[src/rtl/mem_stage_ctrl.sv]
// MEM stage controller: runs the EXE/MEM memory op on a variable-latency req/ack bus,
// stalls upstream while the access is outstanding and registers the result into MEM/WB.
module mem_stage_ctrl #(
  parameter int DATA_W  = 32,
  parameter int TIMEOUT = 255,
  parameter int TO_W    = 8
) (
  input  logic              clk,
  input  logic              rst,
  input  logic              in_nop,
  input  logic              in_mem_read,
  input  logic              in_mem_write,
  input  logic              in_mem_to_reg,
  input  logic              in_reg_write,
  input  logic [DATA_W-1:0] in_address,
  input  logic [DATA_W-1:0] in_write_data,
  input  logic [4:0]        in_reg_dest,
  output logic              mem_req,
  output logic              mem_we,
  output logic [DATA_W-1:0] mem_addr,
  output logic [DATA_W-1:0] mem_wdata,
  input  logic              mem_ack,
  input  logic [DATA_W-1:0] mem_rdata,
  output logic              stall,
  output logic              wb_valid,
  output logic              wb_reg_write,
  output logic              wb_mem_to_reg,
  output logic [DATA_W-1:0] wb_read_data,
  output logic [DATA_W-1:0] wb_alu_res,
  output logic [4:0]        wb_reg_dest,
  output logic              misalign_err,
  output logic              bus_err
);

  localparam logic [1:0] IDLE = 2'd0;
  localparam logic [1:0] BUSY = 2'd1;
  localparam logic [1:0] DONE = 2'd2;

  logic [1:0]        state_q, state_d;
  logic [TO_W-1:0]   cnt_q, cnt_d;
  logic              mem_we_q, mem_we_d;
  logic [DATA_W-1:0] mem_addr_q, mem_addr_d;
  logic [DATA_W-1:0] mem_wdata_q, mem_wdata_d;
  logic              hold_reg_write_q, hold_reg_write_d;
  logic              hold_mem_to_reg_q, hold_mem_to_reg_d;
  logic [4:0]        hold_reg_dest_q, hold_reg_dest_d;
  logic [DATA_W-1:0] rdata_q, rdata_d;
  logic              wb_valid_q, wb_valid_d;
  logic              wb_reg_write_q, wb_reg_write_d;
  logic              wb_mem_to_reg_q, wb_mem_to_reg_d;
  logic [DATA_W-1:0] wb_read_data_q, wb_read_data_d;
  logic [DATA_W-1:0] wb_alu_res_q, wb_alu_res_d;
  logic [4:0]        wb_reg_dest_q, wb_reg_dest_d;
  logic              misalign_q, misalign_d;
  logic              bus_err_q, bus_err_d;

  logic mem_op, aligned, launch, timeout_hit, m2r_eff;

  assign mem_op      = !in_nop && (in_mem_read || in_mem_write);
  assign aligned     = (in_address[1:0] == 2'b00);
  assign launch      = mem_op && aligned;
  assign timeout_hit = (cnt_q == TO_W'(TIMEOUT - 1));
  // Read+write together behaves as a store, so WB must not select memory data.
  assign m2r_eff     = in_mem_to_reg && !(in_mem_read && in_mem_write);

  always_comb begin
    state_d           = state_q;
    cnt_d             = cnt_q;
    mem_we_d          = mem_we_q;
    mem_addr_d        = mem_addr_q;
    mem_wdata_d       = mem_wdata_q;
    hold_reg_write_d  = hold_reg_write_q;
    hold_mem_to_reg_d = hold_mem_to_reg_q;
    hold_reg_dest_d   = hold_reg_dest_q;
    rdata_d           = rdata_q;
    wb_valid_d        = wb_valid_q;
    wb_reg_write_d    = wb_reg_write_q;
    wb_mem_to_reg_d   = wb_mem_to_reg_q;
    wb_read_data_d    = wb_read_data_q;
    wb_alu_res_d      = wb_alu_res_q;
    wb_reg_dest_d     = wb_reg_dest_q;
    misalign_d        = misalign_q;
    bus_err_d         = bus_err_q;
    case (state_q)
      IDLE: begin
        if (launch) begin
          state_d           = BUSY;
          cnt_d             = '0;
          mem_we_d          = in_mem_write;
          mem_addr_d        = in_address;
          mem_wdata_d       = in_write_data;
          hold_reg_write_d  = in_reg_write;
          hold_mem_to_reg_d = m2r_eff;
          hold_reg_dest_d   = in_reg_dest;
          rdata_d           = '0;
          wb_valid_d        = 1'b0;
          wb_reg_write_d    = 1'b0;
        end else begin
          // Misaligned memory ops retire as valid but squashed (no register write).
          wb_valid_d      = !in_nop;
          wb_reg_write_d  = in_reg_write && !in_nop && !mem_op;
          wb_mem_to_reg_d = m2r_eff;
          wb_read_data_d  = '0;
          wb_alu_res_d    = in_address;
          wb_reg_dest_d   = in_reg_dest;
          if (mem_op) misalign_d = 1'b1;
        end
      end
      BUSY: begin
        wb_valid_d     = 1'b0;
        wb_reg_write_d = 1'b0;
        cnt_d          = cnt_q + TO_W'(1);
        if (mem_ack) begin
          rdata_d = mem_we_q ? '0 : mem_rdata;
          state_d = DONE;
        end else if (timeout_hit) begin
          bus_err_d        = 1'b1;
          rdata_d          = '0;
          hold_reg_write_d = 1'b0;
          state_d          = DONE;
        end
      end
      DONE: begin
        wb_valid_d      = 1'b1;
        wb_reg_write_d  = hold_reg_write_q;
        wb_mem_to_reg_d = hold_mem_to_reg_q;
        wb_read_data_d  = rdata_q;
        wb_alu_res_d    = mem_addr_q;
        wb_reg_dest_d   = hold_reg_dest_q;
        state_d         = IDLE;
      end
      default: state_d = IDLE;
    endcase
  end

  always_ff @(posedge clk or posedge rst) begin
    if (rst) begin
      state_q           <= IDLE;
      cnt_q             <= '0;
      mem_we_q          <= 1'b0;
      mem_addr_q        <= '0;
      mem_wdata_q       <= '0;
      hold_reg_write_q  <= 1'b0;
      hold_mem_to_reg_q <= 1'b0;
      hold_reg_dest_q   <= '0;
      rdata_q           <= '0;
      wb_valid_q        <= 1'b0;
      wb_reg_write_q    <= 1'b0;
      wb_mem_to_reg_q   <= 1'b0;
      wb_read_data_q    <= '0;
      wb_alu_res_q      <= '0;
      wb_reg_dest_q     <= '0;
      misalign_q        <= 1'b0;
      bus_err_q         <= 1'b0;
    end else begin
      state_q           <= state_d;
      cnt_q             <= cnt_d;
      mem_we_q          <= mem_we_d;
      mem_addr_q        <= mem_addr_d;
      mem_wdata_q       <= mem_wdata_d;
      hold_reg_write_q  <= hold_reg_write_d;
      hold_mem_to_reg_q <= hold_mem_to_reg_d;
      hold_reg_dest_q   <= hold_reg_dest_d;
      rdata_q           <= rdata_d;
      wb_valid_q        <= wb_valid_d;
      wb_reg_write_q    <= wb_reg_write_d;
      wb_mem_to_reg_q   <= wb_mem_to_reg_d;
      wb_read_data_q    <= wb_read_data_d;
      wb_alu_res_q      <= wb_alu_res_d;
      wb_reg_dest_q     <= wb_reg_dest_d;
      misalign_q        <= misalign_d;
      bus_err_q         <= bus_err_d;
    end
  end

  // Stall is combinational, so gate it with rst to keep all outputs low during reset.
  assign stall         = !rst && ((state_q == BUSY) || ((state_q == IDLE) && launch));
  assign mem_req       = (state_q == BUSY);
  assign mem_we        = mem_we_q;
  assign mem_addr      = mem_addr_q;
  assign mem_wdata     = mem_wdata_q;
  assign wb_valid      = wb_valid_q;
  assign wb_reg_write  = wb_reg_write_q;
  assign wb_mem_to_reg = wb_mem_to_reg_q;
  assign wb_read_data  = wb_read_data_q;
  assign wb_alu_res    = wb_alu_res_q;
  assign wb_reg_dest   = wb_reg_dest_q;
  assign misalign_err  = misalign_q;
  assign bus_err       = bus_err_q;

endmodule

[config.mk]
export PLATFORM = sky130hd
export DESIGN_NAME = mem_stage_ctrl
export DESIGN_NICKNAME = d
export VERILOG_FILES = /design/src/rtl/mem_stage_ctrl.sv
export SDC_FILE = /design/constraint.sdc
export NUM_CORES = 1
export LEC_CHECK = 0
export ABC_AREA = 1
export CAP_MARGIN = 20
export CORE_ASPECT_RATIO = 1.2
export CORE_MARGIN = 2
export CORE_UTILIZATION = 45
export DETAILED_ROUTE_END_ITERATION = 8
export GPL_ROUTABILITY_DRIVEN = 0
export PLACE_DENSITY = 0.79
export SYNTH_ARGS = -nofsm -noshare
export SYNTH_HDL_FRONTEND = slang
export SYNTH_SLANG_ARGS = --single-unit
[constraint.sdc]
create_clock -name clk -period 7.8 [get_ports clk]
set_input_delay 1.56 -clock clk [delete_from_list [all_inputs] [get_ports clk]]
set_output_delay 1.56 -clock clk [all_outputs]
set_load 0.05 [all_outputs]
==> flow_metrics.env <==
export IMPL_cts_clk_slew_worst_paths_ns=0.06
export IMPL_setup_violations=0
export IMPL_synth_edf_count=0
export IMPL_p_per_area_mw_per_mm2=462
export IMPL_first_iter_violations=472
export IMPL_htree_num_levels=4
export IMPL_antenna_cells=0
export IMPL_ir_worst_vdd_mv=0.210
export IMPL_crit_fanout=52
export IMPL_die_height_microns=152
export IMPL_ys_seq_area_frac=0.573
export IMPL_core_area_sq_mm=0.0180
export IMPL_fmax_mhz=181
export IMPL_route_detailed_drc=0
export IMPL_hpwl_microns=14100
export IMPL_post_cts_buffers=0
export IMPL_cts_sinks=188
export IMPL_worst_path_buf_inv=2
export IMPL_leakage_nw=5.81
export IMPL_synth_main_ff_cell="dfrtp_1"
export IMPL_hold_viol=0
export IMPL_cp_cell_sequence="clkdlybuf4s50_1 > nor2_1 > nor2_4 > nand3_4 > a21oi_1 > clkdlybuf4s50_1"
export IMPL_drtAntennaViolNets=0
export IMPL_grt_total_usage=0.226
export IMPL_post_drt_wl_per_cell_microns=14.8
export IMPL_clk_path_buf_depth=2
export IMPL_grt_start_max_net_pins=113
export IMPL_endpoint_kind="output port"
export IMPL_cts_resized=0
export IMPL_async_flop_share=1.00
export IMPL_netlist_instances=1011
export IMPL_overflow=0
export IMPL_synthToLayoutAreaGrowth_pct=39.3
export IMPL_cts_tree="yes"
export IMPL_synth_nets=1127
export IMPL_dr_pass1_iters=6
export IMPL_fp_dieW_microns=127
export IMPL_pin_count=250
export IMPL_synth_cell_type_count=30
export IMPL_synth_top_cells_by_area="dfrtp_1, nand2_1, o21ai_0"
export IMPL_synth_seq_cells=188
export IMPL_grt_pass1_wl_microns=35300
export IMPL_cts_root_buf="clkbuf_16"
export IMPL_maxCapViolCount=0
export IMPL_outcome="complete, no violations"
export IMPL_worstMarginPinSlew_ns=1.04
export IMPL_syn_avg_cell_area_sq_um=8.11
export IMPL_crit_required_ns=6.24
export IMPL_clk_latency_ns=0.43
export IMPL_slowest_delay_ns=0.82
export IMPL_start_util=0.455
export IMPL_yosysTopAreaCell="dfrtp_1"
export IMPL_crit_path_frequent_cell="clkdlybuf4s50_1"
export IMPL_rows=54
export IMPL_drt_wl_total_microns=21700
export IMPL_yosysMostFrequentCell="nand2_1"
export IMPL_num_nets_final=1346
export IMPL_crit_path_top_delay_cell="clkdlybuf4s50_1"
export IMPL_setup_tns_ns=0
export IMPL_crit_type="in2out"
export IMPL_period_share=0.709
export IMPL_grt_pass1_vias=6969
export IMPL_drive_gt1_frac=0.0378
export IMPL_yosysWarnings=0
export IMPL_antenna_found_initial=0
export IMPL_slew_headroom=0.308
export IMPL_finClkSkew_ns=0.00989
export IMPL_cp_top_family="buffers and inverters"
export IMPL_whs_ns=0.473
export IMPL_slew_viol_final=0
export IMPL_dr_total_vias=7321
export IMPL_n_fill_cell=1505
export IMPL_io_buffers=249
export IMPL_cp_start_kind="primary input"
export IMPL_regArea_sq_mm=0.00470
export IMPL_hold_class="reg2reg"
export IMPL_syn_area_sq_mm=0.00820
export IMPL_min_period_ns=5.53
export IMPL_synth_top_area_frac=0.573
export IMPL_rsz0062_at_grt="false"
export IMPL_cts_buffers=17
export IMPL_synth_commonest_cells="nand2_1, dfrtp_1, inv_1"
export IMPL_vias_per_cell=4.99
export IMPL_die_area_sq_mm=0.0193
export IMPL_multi_input_area_sq_mm=0.00290
export IMPL_cp_arrival_ns=3.97
export IMPL_cts_hold_buffers_added=0
## tightest hold or removal path: stages (launching register included)
cell and delay [ns]:
dfrtp_1 0.34, nand2_1 0.05, nand2_1 0.05
## final cells by class
class,instances,share of cell area
clock buffer,20,0.0391
inverter,93,0.0312
timing repair buffer,255,0.224
tap,224,0.0245
clock inverter,12,0.0161
sequential,188,0.412
multi-input combinational,675,0.254
## placed cells by master (no fill, tap or decap), drive strengths merged, types with 3 or more instances in the layout
master / instances
buf: 6
bufinv: 4
clkbuf: 20
clkdlybuf4s50: 249
clkinv: 3
dfrtp: 188
ha: 7
inv: 96
nand2: 445
nand3: 77
nand4: 4
nor2: 45
o21ai: 85
## stage by stage
stage / total power, mW / std cells / utilization / setup WS (ns) / area [sq um]
final: 5.28 / 1467 / 0.633 / 2.27 / 11400
after global routing: 5.56 / 1467 / 0.633 / 2.10 / 11400
after CTS: 5.30 / 1466 / 0.632 / 2.29 / 11400
after detailed placement: 4.35 / 1434 / 0.597 / 2.32 / 10800
after global placement: 4.30 / 1434 / 0.597 / 2.32 / 10800
after floorplan: 3.43 / 1011 / - / 1.13 / 8200
## report_power, final
group	switching (mW)	internal, mW	leakage, nW
clock network	0.384	0.550	0.302
registers	0.243	1.38	2.44
logic	1.90	0.824	3.07
## cells by family after synthesis
logic type | Yosys count | share of synthesized area
xor gates and xnor gates | 1 | 0.00107
DFF | 188 | 0.573
buffers and inverters | 148 | 0.0758
and+or+nand+nor | 573 | 0.279
adders and majority gates | 7 | 0.0107
AOI/OAI and AO/OA | 94 | 0.0599
## per-layer routing
metal | global-route usage | part of all wire
met5 | 0 | 0
met4 | 0.111 | 0.038
met3 | 0.0496 | 0.061
met2 | 0.358 | 0.48
met1 | 0.295 | 0.42
## worst paths after layout
check	startpoint	slack, ns	end	cells after the start
worst min register to register	wb_read_data[25]$_DFFE_PP0P_	0.47	wb_read_data[25]$_DFFE_PP0P_	2
worst min-delay path	wb_read_data[25]$_DFFE_PP0P_	0.47	wb_read_data[25]$_DFFE_PP0P_	2
worst max register to register	state_q[0]$_DFFE_PP0P_	4.56	wb_alu_res[12]$_DFFE_PP0P_	8
max in group asynchronous	rst	4.63	hold_reg_dest_q[4]$_DFFE_PP0P_	3
min in group asynchronous	rst	1.71	mem_wdata[11]$_DFFE_PP0P_	2
worst max-delay path	in_mem_write	2.27	stall	6
Power figures use the tool's default switching activity.
